**config.mk**
```make
export PLATFORM = sky130hd
export DESIGN_NAME = bitwise_unit_seq
export DESIGN_NICKNAME = d
export VERILOG_FILES = /design/src/rtl/bitwise_unit_pkg.sv /design/src/rtl/bitwise_slice.sv /design/src/rtl/bitwise_unit_seq.sv
export SDC_FILE = /design/constraint.sdc
export NUM_CORES = 1
export LEC_CHECK = 0
export CORE_MARGIN = 2
export CORE_UTILIZATION = 45
export CTS_CLUSTER_SIZE = 24
export DETAILED_ROUTE_END_ITERATION = 6
export GPL_TIMING_DRIVEN = 1
export PLACE_DENSITY_LB_ADDON = 0.08
export SLEW_MARGIN = 20
export SYNTH_ARGS = -nofsm -noshare
export SYNTH_HDL_FRONTEND = slang
export SYNTH_SLANG_ARGS = --single-unit
```
**constraint.sdc**
```tcl
create_clock -name clk -period 2.5 [get_ports clk]
set_input_delay 0.75 -clock clk [delete_from_list [all_inputs] [get_ports clk]]
set_output_delay 0.75 -clock clk [all_outputs]
set_load 0.03 [all_outputs]
```
**src/rtl/bitwise_unit_pkg.sv**
```systemverilog
// Shared op codes and FSM state encoding for the sequential bitwise/compare unit.
// Latency: n/a (types and constants only).
// Backpressure: n/a.
package bitwise_unit_pkg;

  typedef enum logic [1:0] {
    OP_ZERO = 2'b00,
    OP_XOR  = 2'b01,
    OP_AND  = 2'b10,
    OP_OR   = 2'b11
  } op_t;

  typedef enum logic [1:0] {
    ST_IDLE = 2'b00,
    ST_BUSY = 2'b01,
    ST_DONE = 2'b10
  } state_t;

endpackage

```
**src/rtl/bitwise_slice.sv**
```systemverilog
// One SLICE-bit step: bitwise op plus carry-in of the running ne / lt compare state.
// Latency: combinational.
// Backpressure: none (pure function of its inputs).
module bitwise_slice
  import bitwise_unit_pkg::*;
#(
  parameter int SLICE = 4
) (
  input  op_t              op,
  input  logic [SLICE-1:0] a_k,
  input  logic [SLICE-1:0] b_k,
  input  logic             lt_in,
  input  logic             ne_in,
  output logic [SLICE-1:0] q_k,
  output logic             lt_out,
  output logic             ne_out
);

  // Bitwise result for this slice; OP_ZERO forces zero.
  always_comb begin
    q_k = '0;
    unique case (op)
      OP_XOR:  q_k = a_k ^ b_k;
      OP_AND:  q_k = a_k & b_k;
      OP_OR:   q_k = a_k | b_k;
      default: q_k = '0;
    endcase
  end

  // Slices arrive LSB first, so a strict difference in a higher slice overrides
  // whatever the lower slices decided; equality passes the lower verdict through.
  always_comb begin
    lt_out = (a_k < b_k) | ((a_k == b_k) & lt_in);
    ne_out = ne_in | (a_k != b_k);
  end

endmodule

```
**src/rtl/bitwise_unit_seq.sv**
```systemverilog
// Multi-cycle bitwise logic + compare unit, SLICE bits per cycle, LSB slice first.
// Latency: N = WIDTH/SLICE cycles from accept to out_valid; one op per N+2 cycles.
// Backpressure: result held in DONE until out_ready; in_ready only while IDLE.
// Optional feature macro: BITWISE_UNIT_SIGNED_EN adds the sgn port for signed lt.
module bitwise_unit_seq
  import bitwise_unit_pkg::*;
#(
  parameter int WIDTH = 16,
  parameter int SLICE = 4
) (
  input  logic             clk,
  input  logic             rst_n,
  input  logic             in_valid,
  output logic             in_ready,
  input  logic [1:0]       op,
  input  logic [WIDTH-1:0] a,
  input  logic [WIDTH-1:0] b,
`ifdef BITWISE_UNIT_SIGNED_EN
  input  logic             sgn,
`endif
  output logic             out_valid,
  input  logic             out_ready,
  output logic [WIDTH-1:0] q,
  output logic             ne,
  output logic             lt
);

  localparam int N  = WIDTH / SLICE;
  localparam int CW = (N > 1) ? $clog2(N) : 1;
  localparam logic [CW-1:0] CNT_LAST = CW'(N - 1);

  state_t           state_q;
  op_t              op_q;
  logic [WIDTH-1:0] a_q;
  logic [WIDTH-1:0] b_q;
  logic [WIDTH-1:0] q_q;
  logic [CW-1:0]    cnt_q;
  logic             ne_acc_q;
  logic             lt_acc_q;
  logic             ne_q;
  logic             lt_q;
  logic             sgn_fix;

  logic [SLICE-1:0] a_k;
  logic [SLICE-1:0] b_k;
  logic [SLICE-1:0] q_k;
  logic             lt_out;
  logic             ne_out;

`ifdef BITWISE_UNIT_SIGNED_EN
  logic sgn_q;
  // Signed compare: differing MSBs invert the unsigned verdict.
  assign sgn_fix = sgn_q & (a_q[WIDTH-1] ^ b_q[WIDTH-1]);
`else
  assign sgn_fix = 1'b0;
`endif

  // Select the operand slice addressed by the slice counter.
  always_comb begin
    a_k = '0;
    b_k = '0;
    for (int k = 0; k < N; k++) begin
      if (cnt_q == CW'(k)) begin
        a_k = a_q[k*SLICE +: SLICE];
        b_k = b_q[k*SLICE +: SLICE];
      end
    end
  end

  bitwise_slice #(
    .SLICE (SLICE)
  ) u_slice (
    .op     (op_q),
    .a_k    (a_k),
    .b_k    (b_k),
    .lt_in  (lt_acc_q),
    .ne_in  (ne_acc_q),
    .q_k    (q_k),
    .lt_out (lt_out),
    .ne_out (ne_out)
  );

  // FSM, slice counter, operand capture, accumulators and result registers.
  always_ff @(posedge clk or negedge rst_n) begin
    if (!rst_n) begin
      state_q  <= ST_IDLE;
      op_q     <= OP_ZERO;
      a_q      <= '0;
      b_q      <= '0;
      q_q      <= '0;
      cnt_q    <= '0;
      ne_acc_q <= 1'b0;
      lt_acc_q <= 1'b0;
      ne_q     <= 1'b0;
      lt_q     <= 1'b0;
`ifdef BITWISE_UNIT_SIGNED_EN
      sgn_q    <= 1'b0;
`endif
    end else begin
      case (state_q)
        ST_IDLE: begin
          if (in_valid) begin
            op_q     <= op_t'(op);
            a_q      <= a;
            b_q      <= b;
            cnt_q    <= '0;
            ne_acc_q <= 1'b0;
            lt_acc_q <= 1'b0;
`ifdef BITWISE_UNIT_SIGNED_EN
            sgn_q    <= sgn;
`endif
            state_q  <= ST_BUSY;
          end
        end
        ST_BUSY: begin
          for (int k = 0; k < N; k++) begin
            if (cnt_q == CW'(k)) begin
              q_q[k*SLICE +: SLICE] <= q_k;
            end
          end
          ne_acc_q <= ne_out;
          lt_acc_q <= lt_out;
          if (cnt_q == CNT_LAST) begin
            // Publish flags only on entry to DONE so they stay put while held.
            ne_q    <= ne_out;
            lt_q    <= lt_out ^ sgn_fix;
            state_q <= ST_DONE;
          end else begin
            cnt_q <= cnt_q + CW'(1);
          end
        end
        ST_DONE: begin
          if (out_ready) begin
            state_q <= ST_IDLE;
          end
        end
        default: state_q <= ST_IDLE;
      endcase
    end
  end

  // Handshake outputs decode state only; data outputs come straight from registers.
  always_comb begin
    in_ready  = (state_q == ST_IDLE);
    out_valid = (state_q == ST_DONE);
    q         = q_q;
    ne        = ne_q;
    lt        = lt_q;
  end

endmodule

```
==> impl_metrics.py <==
metrics = {
    "setup_path": {
        "ff2ff_setup_slack_ns": 0.02,
        "worstReg2RegStart": "cnt_q[0]$_DFFE_PN0P_",
        "r2r_end": "lt_acc_q$_DFFE_PN0P_",
        "worst-r2r-cell-count": 9,
        "critPathBufInv": 2,
        "start_kind": "flip-flop",
        "cp-end-kind": "flip-flop",
        "slowest_stage": "or4_4",
        "crit_arrival_ns": 2.75,
        "crit_end": "lt_acc_q$_DFFE_PN0P_",
        "crit_type": "flip-flop to flip-flop",
        "cp_cell_sequence": "inv_2 -> buf_4 -> ha_4 -> a221o_1 -> a22o_1 -> ha_4 -> or4_4 -> a21oi_2 -> a22o_1",
        "cp_num_cells": 9,
        "required_ns": 2.77,
        "cp-startpoint": "cnt_q[0]$_DFFE_PN0P_",
        "crit_fanout": 12,
        "slowest_delay_ns": 0.55,
        "cp_top_family": "compound AO/OA/AOI/OAI gates",
    },
    "placed_design": {
        "hpwlAfterDp_mm": 4.672,
        "io_buffers": 57,
        "gp_congestion": 0.8062,
        "placed_cells": 390,
    },
    "synthesis": {
        "synth.avg_cell_area_um2": 11.24,
        "synthArstFlopShare_pct": 100.0,
        "synth_warnings": 0,
        "synth_cell_types": 26,
        "ys.flop_type": "dfrtp_1",
        "syn_area_mm2": 0.002833,
        "synthCells": 252,
        "synth_edf_count": 0,
        "yosys_register_bits": 58,
        "ys_seq_area_share_pct": 51.24,
        "syn-num-nets": 306,
    },
    "drt": {
        "drt_iter0_drc": 82,
        "via_per_inst": 5.193,
        "first_pass_iters": 4,
        "vias": 2155,
        "totalWireLength_mm": 6.355,
        "wl_per_cell_um": 15.31,
        "ant_nets": 0,
        "drcViolationCount": 0,
    },
    "grt": {
        "antenna_found_initial": 0,
        "first_global_vias": 2085,
        "grt_max_degree": 46,
        "grt_pass1_wl_mm": 10.58,
        "grt_usage_pct": 19.48,
        "overflow": 0,
    },
    "final_layout": {
        "instances_no_fill": 415,
        "fin_nets": 391,
        "syn2layout_area_growth_pct": 39.58,
        "final_util_pct": 66.00,
        "final_common_cell": "dfrtp_1",
        "layout_common_cells": "dfrtp_1, clkdlybuf4s50_1, nand2_1",
        "num_antenna_cells": 0,
        "layout-drive-gt1-share_pct": 30.29,
    },
    "floorplan": {
        "die-area_mm2": 0.006946,
        "coreArea_mm2": 0.005991,
        "ios": 58,
        "die_w_um": 83.34,
        "rows": 28,
        "die_h_um": 83.34,
        "start_util_pct": 47.28,
    },
    "clocking": {
        "cts_max_level": 3,
        "path_clk_slew_ns": 0.06,
        "numCtsBuffers": 9,
        "root_buffer": "clkbuf_8",
        "cts_sinks": 58,
        "cts_tree": "built",
        "cts_max_path_buffers": 2,
        "clk_latency_ns": 0.33,
    },
    "sta": {
        "drv_slew": 0,
        "layout_worst_path_cycle_share_pct": 99.21,
        "finalHoldViolations": 0,
        "timing.final.crit_period_ns": 2.480,
        "rsz0062_at_grt": "true",
        "tightest_slew_ns": 0.4712,
        "hold_slack_ns": 0.3040,
        "clock_skew_ns": 0.006380,
        "finalSetupViolCount": 0,
        "relSlewSlack_pct": 68.49,
        "max_freq_ghz": 0.4032,
    },
    "pwr": {
        "ir_drop_mv": 0.7794,
        "pwr_density_cell_mw_per_mm2": 1572,
        "p_total_mw": 6.217,
        "leakage_nw": 1.740,
    },
    "flow_run": {
        "cap_violations": 0,
    },
    "run_status": {
        "status": "complete, no violations",
    },
    "hold_path": {
        "hold_path_class": "input pin to asynchronous set/reset pin",
    },
}
through the flow:
stage	worst slack, ns	setup TNS (ns)	area, um^2
after floorplan	-0.01913	-0.03242	2836
after global placement	-0.06701	-0.2303	3583
after detailed placement	-0.1307	-0.6634	3583
after CTS	-0.03250	-0.04689	3842
after global routing	-0.08968	-0.3181	3954
final	0.01969	0	3954
registers in the layout, summed over array words and instances, names as in the netlist:
name,count
a_q,16
b_q,16
cnt_q,2
lt,1
lt_acc_q,1
ne,1
ne_acc_q,1
op_q,2
q,16
state_q,2
what timing repair did:
item | 4_1_cts | 5_1_grt
endpoints found under the setup margin | 14 | 20
hold buffers | 0 | 0
gates resized for setup | 12 | 17
pin swaps | 10 | 10
buffers inserted | 6 | 5
metal layers:
layer	vias to the layer above	global-route usage, %	wire, um	share of wire (%)
met5	-	0	0	0
met1	1041	25.19	2896	46
li1	1059	-	-	-
met2	49	31.30	3141	49
met3	6	4.771	230	3.6
met4	0	8.048	86	1.4
power by group:
group / switching [mW] / leakage [nW] / internal [mW]
Combinational: 1.84 / 0.945 / 1.97
Sequential: 0.314 / 0.707 / 1.39
Clock: 0.342 / 0.0875 / 0.367
Total: 2.49 / 1.74 / 3.72
synth_stat cells (2+ instances only):
library cell	instances	area (um^2)
ha_1	16	200.2
a32oi_1	4	35.03
nand2b_1	2	12.51
mux2_2	27	304.0
nor2b_1	3	18.77
dfrtp_1	58	1451
nand3b_1	4	30.03
o21ai_0	27	135.1
buf_2	5	25.02
clkbuf_1	5	18.77
buf_6	5	56.30
a22oi_1	8	60.06
a221o_1	7	70.07
inv_1	14	52.55
nor2_1	6	22.52
a22o_1	10	87.58
a21oi_1	10	50.05
nand2_1	30	112.6
or2_2	4	25.02
how the worst min path moves through the flow:
stage / cells after the start / to / slack (ns)
after global routing: 1 / q[12]$_DFFE_PN0P_ / 0.32
after detailed placement: 2 / q[14]$_DFFE_PN0P_ / 0.47
after global placement: 2 / q[2]$_DFFE_PN0P_ / 0.46
after floorplan: 0 / a_q[0]$_DFFE_PN0P_ / 0.45
final: 1 / q[12]$_DFFE_PN0P_ / 0.30
after CTS: 1 / q[0]$_DFFE_PN0P_ / 0.30
cell type report:
| type | instances | area (um^2) |
|---|---|---|
| Inverter | 14 | 52.55 |
| Clock buffer | 10 | 137.6 |
| Fill cell | 518 | 2037 |
| Tap cell | 75 | 93.84 |
| Timing Repair Buffer | 89 | 834.6 |
| Sequential cell | 58 | 1453 |
| Multi-Input combinational cell | 165 | 1363 |
| Clock inverter | 4 | 20.02 |
cell families after synthesis:
family,Yosys count,share of synthesized area (%)
buf+inv,29,5.388
fa+ha+maj,16,7.067
flops,58,51.24
compound gates,70,16.65
simple gates,52,8.922
mux,27,10.73
Power figures use the tool's default switching activity.
